File: src/rtl/param_arb_pkg.sv
// Shared types and helpers for the parameter-ROM read arbiter: ROM latency, the
// in-flight tag carried alongside each read, and the round-robin pick function.
package param_arb_pkg;

    localparam int ROM_LATENCY = 2;
    localparam int MAX_REQ     = 16;
    localparam int ID_W        = $clog2(MAX_REQ);

    typedef struct packed {
        logic            valid;
        logic [ID_W-1:0] id;
        logic            last;
    } arb_tag_t;

    typedef struct packed {
        logic            found;
        logic [ID_W-1:0] id;
    } arb_pick_t;

    // First eligible requester at or after ptr, wrapping modulo n_req.
    function automatic arb_pick_t rr_pick(input logic [MAX_REQ-1:0] eligible,
                                          input logic [ID_W-1:0]    ptr,
                                          input int                 n_req);
        arb_pick_t pick;
        int        idx;
        pick = '0;
        for (int k = MAX_REQ - 1; k >= 0; k--) begin
            idx = (int'(ptr) + k) % n_req;
            if (k < n_req && eligible[idx[ID_W-1:0]]) begin
                pick.found = 1'b1;
                pick.id    = idx[ID_W-1:0];
            end
        end
        return pick;
    endfunction

endpackage

File: src/rtl/param_arb_fifo.sv
// Per-requester synchronous FIFO holding {last, data}; head is presented straight
// from the storage registers and the occupancy count feeds the credit logic.
module param_arb_fifo #(
    parameter int DWIDTH = 16,
    parameter int DEPTH  = 4
) (
    input  logic                         clk,
    input  logic                         rst,
    input  logic                         push_i,
    input  logic [DWIDTH-1:0]            push_data_i,
    input  logic                         push_last_i,
    input  logic                         pop_i,
    output logic                         valid_o,
    output logic [DWIDTH-1:0]            data_o,
    output logic                         last_o,
    output logic [$clog2(DEPTH+1)-1:0]   count_o
);

    localparam int PTR_W = (DEPTH > 1) ? $clog2(DEPTH) : 1;
    localparam int CNT_W = $clog2(DEPTH + 1);

    logic [DWIDTH:0]  mem_q [DEPTH];
    logic [PTR_W-1:0] rd_ptr_q, rd_ptr_d;
    logic [PTR_W-1:0] wr_ptr_q, wr_ptr_d;
    logic [CNT_W-1:0] count_q, count_d;
    logic             do_pop;

    function automatic logic [PTR_W-1:0] ptr_inc(input logic [PTR_W-1:0] p);
        return (p == PTR_W'(DEPTH - 1)) ? '0 : p + PTR_W'(1);
    endfunction

    // NOTE: every signal driven here gets a value before any condition, so no latch can form.
    always_comb begin
        do_pop   = pop_i && (count_q != '0);
        rd_ptr_d = do_pop ? ptr_inc(rd_ptr_q) : rd_ptr_q;
        wr_ptr_d = push_i ? ptr_inc(wr_ptr_q) : wr_ptr_q;
        count_d  = count_q + CNT_W'(push_i) - CNT_W'(do_pop);
    end

    // NOTE: state registers use non-blocking assignments so all flops update from pre-edge values.
    always_ff @(posedge clk) begin
        if (rst) begin
            rd_ptr_q <= '0;
            wr_ptr_q <= '0;
            count_q  <= '0;
        end else begin
            rd_ptr_q <= rd_ptr_d;
            wr_ptr_q <= wr_ptr_d;
            count_q  <= count_d;
        end
    end

    // NOTE: storage is deliberately not reset; count_q alone decides which entries are meaningful.
    always_ff @(posedge clk) begin
        if (push_i) mem_q[wr_ptr_q] <= {push_last_i, push_data_i};
    end

    assign valid_o          = (count_q != '0);
    assign {last_o, data_o} = mem_q[rd_ptr_q];
    assign count_o          = count_q;

endmodule

File: src/rtl/param_rom_read_arbiter.sv
// Round-robin, credit-gated sharing of one 2-cycle ROM read port among N_REQ streams.
// Define PARAM_ARB_PERF_EN to add per-requester saturating stall counters (perf_stall_cnt).
module param_rom_read_arbiter
    import param_arb_pkg::*;
#(
    parameter int N_REQ      = 3,
    parameter int DWIDTH     = 16,
    parameter int REQ_DEPTH  = 32,
    parameter int FIFO_DEPTH = 4,
    parameter int ROM_AWIDTH = $clog2(N_REQ * REQ_DEPTH) + 1
) (
    input  logic                  clk,
    input  logic                  rst,
    input  logic [N_REQ-1:0]      req_en,
    output logic [ROM_AWIDTH-1:0] rom_addr,
    output logic                  rom_ce,
    input  logic [DWIDTH-1:0]     rom_q,
    output logic [DWIDTH-1:0]     data_out [N_REQ],
    output logic [N_REQ-1:0]      data_out_valid,
    input  logic [N_REQ-1:0]      data_out_ready,
    output logic [N_REQ-1:0]      data_out_last
`ifdef PARAM_ARB_PERF_EN
    ,
    output logic [31:0]           perf_stall_cnt [N_REQ]
`endif
);

    localparam int CNT_W  = $clog2(REQ_DEPTH);
    localparam int FCNT_W = $clog2(FIFO_DEPTH + 1);

    logic [CNT_W-1:0]      cnt_q [N_REQ];
    logic [CNT_W-1:0]      cnt_d [N_REQ];
    logic [ID_W-1:0]       rr_ptr_q, rr_ptr_d;
    logic [ROM_AWIDTH-1:0] addr_q, addr_d;
    arb_tag_t              tag_q [ROM_LATENCY];
    arb_tag_t              tag_d;
    arb_tag_t              tag_out;
    logic [MAX_REQ-1:0]    eligible;
    arb_pick_t             pick;
    logic [CNT_W-1:0]      sel_cnt;
    logic [FCNT_W-1:0]     fifo_count [N_REQ];
    logic [N_REQ-1:0]      push;
    int                    inflight;

    always_comb begin
        eligible = '0;
        inflight = 0;
        // Credit = FIFO space not yet promised to a read still travelling through the ROM.
        for (int i = 0; i < N_REQ; i++) begin
            inflight = 0;
            for (int s = 0; s < ROM_LATENCY; s++) begin
                if (tag_q[s].valid && tag_q[s].id == ID_W'(i)) inflight = inflight + 1;
            end
            eligible[i] = !rst && req_en[i] && (int'(fifo_count[i]) + inflight < FIFO_DEPTH);
        end
        pick = rr_pick(eligible, rr_ptr_q, N_REQ);

        sel_cnt = '0;
        for (int i = 0; i < N_REQ; i++) begin
            if (pick.id == ID_W'(i)) sel_cnt = cnt_q[i];
        end

        addr_d   = addr_q;
        rr_ptr_d = rr_ptr_q;
        cnt_d    = cnt_q;
        tag_d    = '{valid: pick.found, id: pick.id, last: (sel_cnt == CNT_W'(REQ_DEPTH - 1))};
        if (pick.found) begin
            addr_d   = ROM_AWIDTH'(int'(pick.id) * REQ_DEPTH + int'(sel_cnt));
            rr_ptr_d = (pick.id == ID_W'(N_REQ - 1)) ? '0 : pick.id + ID_W'(1);
            for (int i = 0; i < N_REQ; i++) begin
                if (pick.id == ID_W'(i))
                    cnt_d[i] = (sel_cnt == CNT_W'(REQ_DEPTH - 1)) ? '0 : sel_cnt + CNT_W'(1);
            end
        end
    end

    always_ff @(posedge clk) begin
        if (rst) begin
            rr_ptr_q <= '0;
            addr_q   <= '0;
            cnt_q    <= '{default: '0};
            for (int s = 0; s < ROM_LATENCY; s++) tag_q[s] <= '0;
        end else begin
            rr_ptr_q <= rr_ptr_d;
            addr_q   <= addr_d;
            cnt_q    <= cnt_d;
            tag_q[0] <= tag_d;
            for (int s = 1; s < ROM_LATENCY; s++) tag_q[s] <= tag_q[s-1];
        end
    end

    // Address holds its last value when idle; reset forces the base address.
    assign rom_addr = rst ? '0 : addr_d;
    assign rom_ce   = 1'b1;
    assign tag_out  = tag_q[ROM_LATENCY-1];

    for (genvar gi = 0; gi < N_REQ; gi++) begin : g_lane
        assign push[gi] = tag_out.valid && (tag_out.id == ID_W'(gi));

        param_arb_fifo #(
            .DWIDTH (DWIDTH),
            .DEPTH  (FIFO_DEPTH)
        ) u_fifo (
            .clk         (clk),
            .rst         (rst),
            .push_i      (push[gi]),
            .push_data_i (rom_q),
            .push_last_i (tag_out.last),
            .pop_i       (data_out_ready[gi]),
            .valid_o     (data_out_valid[gi]),
            .data_o      (data_out[gi]),
            .last_o      (data_out_last[gi]),
            .count_o     (fifo_count[gi])
        );

`ifdef PARAM_ARB_PERF_EN
        logic [31:0] perf_q;
        // Counts every requesting cycle without a grant: credit-starved or lost arbitration.
        always_ff @(posedge clk) begin
            if (rst)
                perf_q <= '0;
            else if (req_en[gi] && !(pick.found && pick.id == ID_W'(gi)) && perf_q != '1)
                perf_q <= perf_q + 32'd1;
        end
        assign perf_stall_cnt[gi] = perf_q;
`endif
    end

endmodule

File: config.mk
export PLATFORM = sky130hd
export DESIGN_NAME = param_rom_read_arbiter
export DESIGN_NICKNAME = d
export VERILOG_FILES = /design/src/rtl/param_arb_pkg.sv /design/src/rtl/param_arb_fifo.sv /design/src/rtl/param_rom_read_arbiter.sv
export SDC_FILE = /design/constraint.sdc
export NUM_CORES = 1
export LEC_CHECK = 0
export ABC_CLOCK_PERIOD_IN_PS = 8100
export CORE_MARGIN = 2
export CORE_UTILIZATION = 59
export DETAILED_ROUTE_END_ITERATION = 8
export HOLD_SLACK_MARGIN = 0.03
export PLACE_DENSITY_LB_ADDON = 0.3
export SLEW_MARGIN = 20
export SYNTH_ARGS = -nofsm -noshare
export SYNTH_HDL_FRONTEND = slang
export SYNTH_SLANG_ARGS = --single-unit
File: constraint.sdc
create_clock -name clk -period 8.1 [get_ports clk]
set_input_delay 2.025 -clock clk [delete_from_list [all_inputs] [get_ports clk]]
set_output_delay 2.025 -clock clk [all_outputs]
set_load 0.03 [all_outputs]
==> impl_metrics.json <==
{
  "seqCellArea_um2": 7450,
  "required_ps": 6080,
  "rr_startpoint": "rr_ptr_q[2]",
  "core_um2": 20300,
  "die_x_um": 148,
  "post-route-period-util": 0.969,
  "worstPathArrival_ps": 5830,
  "synth_area_per_cell_um2": 14.1,
  "grtUsageTotal": 0.244,
  "outcome": "complete, no violations",
  "stdcell_count": 1270,
  "fp.dieArea_um2": 22000,
  "dr_wl_met3_um": 1490,
  "path_max_fanout": 12,
  "cts_tree": "yes",
  "clock_path_buffers": 3,
  "gp_congestion": 0.910,
  "wl_met1_um": 10800,
  "grt_pass1_wl_um": 41500,
  "r2r_setup_slack_ps": 1720,
  "worstSetupStartpointType": "flop",
  "hold_class": "flop to flop",
  "holdPathStages": 1,
  "htreeDepth": 1,
  "synth_edf_count": 204,
  "route.detailed.drc": 0,
  "p_leak_nw": 5.11,
  "vias": 7581,
  "final_core_util": 0.714,
  "drt_iter0_drc": 506,
  "routed.top_layer": "met4",
  "path_class": "flop to primary output",
  "yosysWarnings": 0,
  "ant_nets": 0,
  "fin_nets": 1056,
  "worstRegToRegCells": 32,
  "cts_sinks": 270,
  "dp_hpwl_um": 17100,
  "dp.cells": 1203,
  "synth_seq_cells": 270,
  "ys_top_cells_by_area": "edfxtp_1, dfxtp_1, mux4_2, ha_1, nand2_1",
  "cap_violations": 0,
  "multiInputGateArea_um2": 4560,
  "timing.rr.end": "cnt_q[3]",
  "setup_viol": 0,
  "numPortBuffers": 85,
  "num_rows": 52,
  "clk_pin_slew_ps": 60,
  "routed_via_density": 5.97,
  "grt_max_degree": 39,
  "pin_count": 87,
  "synthDominantCellAreaShare": 0.499,
  "end_kind": "primary output",
  "max_freq_ghz": 0.127,
  "ys_types": 82,
  "maxSlewViolCount": 0,
  "drive_above_1_share": 0.187,
  "synthToLayoutAreaGrowth_pct": 18.2,
  "diodes": 0,
  "firstDrtPassIters": 5,
  "cts_root_buffer": "clkbuf_16",
  "cts_buffers": 27,
  "netlist_area_um2": 12300,
  "chipHeight_um": 148,
  "synthArstFlopShare": 0,
  "hp-start": "tag_q[0][0]",
  "synth_top_flop_cell": "edfxtp_1",
  "clock_latency_ps": 530,
  "drt_wl_total_um": 26800,
  "tns_ps": 0,
  "skew_ps": 8.62,
  "cts_hold_buffers": 0,
  "fill_cells": 1317,
  "met2WireLength_um": 13600,
  "yosysTopAreaCell": "edfxtp_1",
  "peakVddDrop_mv": 0.314,
  "grt_overflow": 0,
  "netlist_instances": 868,
  "maxSlewHeadroom": 0.342,
  "start_util": 0.605,
  "grt_antenna_before_repair": 0,
  "worstMarginPinSlew_ps": 961,
  "timing.final.crit_period_ps": 7850,
  "wl_per_cell_um": 21.1,
  "hold_path_end": "tag_q[0][6]",
  "grt_pass1_vias": 7351,
  "cellPowerDensity_nw_per_um2": 309,
  "finalHoldViolations": 0,
  "yosysSeqAreaShare": 0.607
}
==> sequential cells by signal, summed over array words and instances (netlist names), named ones only <==
register,cells
addr_q,8
rr_ptr_q,4
g_lane.u_fifo.rd_ptr_q,6
g_lane.u_fifo.count_o,9
g_lane.u_fifo.wr_ptr_q,6
tag_q,12
g_lane.u_fifo.mem_q,204
cnt_q,15
==> cells in the final DEF, fill, tap and decap left out, types with 5 or more instances in the layout <==
master	Yosys	layout
a21o_1	5	5
a21oi_1	38	37
a31oi_1	9	9
and2_1	14	14
and3_1	7	5
buf_4	8	47
clkbuf_1	26	7
clkbuf_16	0	27
clkdlybuf4s50_1	0	76
clkinv_1	0	9
dfxtp_1	66	63
edfxtp_1	204	204
ha_1	50	43
ha_2	0	5
inv_1	43	42
mux2_2	6	5
mux2i_1	19	17
mux4_2	51	51
nand2_1	52	52
nand2b_1	12	11
nand3_1	7	7
nand3b_1	5	5
nand4_1	7	7
nor2_1	42	41
nor2b_1	13	13
nor3_1	14	13
nor3b_1	5	5
nor4_1	7	6
o211ai_1	7	7
o21ai_0	22	21
or2_2	5	5
or3_1	9	9
xnor2_1	11	10
xor2_1	5	5
==> synthesized netlist by cell type, types with 5 or more instances <==
| cell type | n |
|---|---|
| dfxtp_1 | 66 |
| nor3b_1 | 5 |
| clkbuf_1 | 26 |
| xor2_1 | 5 |
| o211ai_1 | 7 |
| mux4_2 | 51 |
| inv_1 | 43 |
| nand3b_1 | 5 |
| mux2_2 | 6 |
| nor2b_1 | 13 |
| xnor2_1 | 11 |
| ha_1 | 50 |
| buf_4 | 8 |
| or3_1 | 9 |
| nor3_1 | 14 |
| edfxtp_1 | 204 |
| nor4_1 | 7 |
| nand2_1 | 52 |
| a31oi_1 | 9 |
| a21o_1 | 5 |
| or2_2 | 5 |
| and2_1 | 14 |
| o21ai_0 | 22 |
| buf_1 | 9 |
| and3_1 | 7 |
| nand3_1 | 7 |
| nor2_1 | 42 |
| nand2b_1 | 12 |
| mux2i_1 | 19 |
| a21oi_1 | 38 |
| nand4_1 | 7 |
==> metal layers <==
metal | vias to the layer above | global-route usage
li1 | 3537 | -
met1 | 3710 | 0.318
met2 | 284 | 0.429
met3 | 50 | 0.0325
met4 | 0 | 0.0814
met5 | - | 0
==> area by class of cell <==
type	count	share of cell area
sequential	270	0.514
inverter	43	0.0111
multi-input combinational	509	0.315
clock inverter	16	0.00897
tap	270	0.0233
timing repair buffer	128	0.0798
clock buffer	34	0.0484
==> through the flow <==
step                      hold slack [ps]  cell area (um2)  setup slack [ps]  total power, mW
after global routing                  456            14500             -42.7             4.69
after floorplan                       414            12300               144             2.79
final                                 445            14500               249             4.48
after detailed placement              435            13400               149             3.23
after global placement                420            13400               260             3.21
after CTS                             448            14300              6.48             4.44
==> what timing repair did <==
action / 4_1_cts / 5_1_grt
resized for setup: 11 / 26
pin swaps: 0 / 8
buffers inserted: 7 / 10
gates cloned: 0 / 0
endpoints found under the setup margin: 5 / 8
==> critical path: stages (launching register included) <==
cell	delay (ps)
dfxtp_1	330
ha_4	190
and3b_1	220
nor2_2	170
inv_1	100
ha_4	240
a21boi_1	170
a22oi_1	100
ha_2	200
nand2b_1	150
a21oi_1	140
a22o_1	210
nand2_1	90
xor2_1	180
ha_1	230
or2_2	310
or4_4	450
o211ai_1	220
o211ai_2	130
o211a_1	240
a22o_1	280
buf_6	170
inv_2	90
mux2_4	340
nand2_1	60
o21ai_0	100
buf_4	190
==> worst max path at each step <==
stage,start,end,slack (ps),depth (start not counted)
after global routing,rr_ptr_q[2],rom_addr[4],-40,27
after global placement,rr_ptr_q[1],rom_addr[3],260,24
after CTS,rr_ptr_q[3],rom_addr[2],6,25
final,rr_ptr_q[2],rom_addr[2],250,26
after detailed placement,rr_ptr_q[1],rom_addr[3],150,24
after floorplan,rr_ptr_q[1],rom_addr[3],140,26
==> cell families after synthesis <==
group	synth area share
AOI/OAI and AO/OA	0.0836
xor gates and xnor gates	0.0146
adders and majority gates	0.0559
other	0.000612
muxes	0.115
DFF	0.607
buffers and inverters	0.0304
and+or+nand+nor	0.0938
==> power breakdown <==
| group | internal [mW] | switching (mW) | total, mW |
|---|---|---|---|
| sequential | 1.58 | 0.0708 | 1.65 |
| clock | 0.677 | 0.494 | 1.17 |
| combinational | 0.723 | 0.936 | 1.66 |
Note: power is estimated with default switching activity, not from simulation.
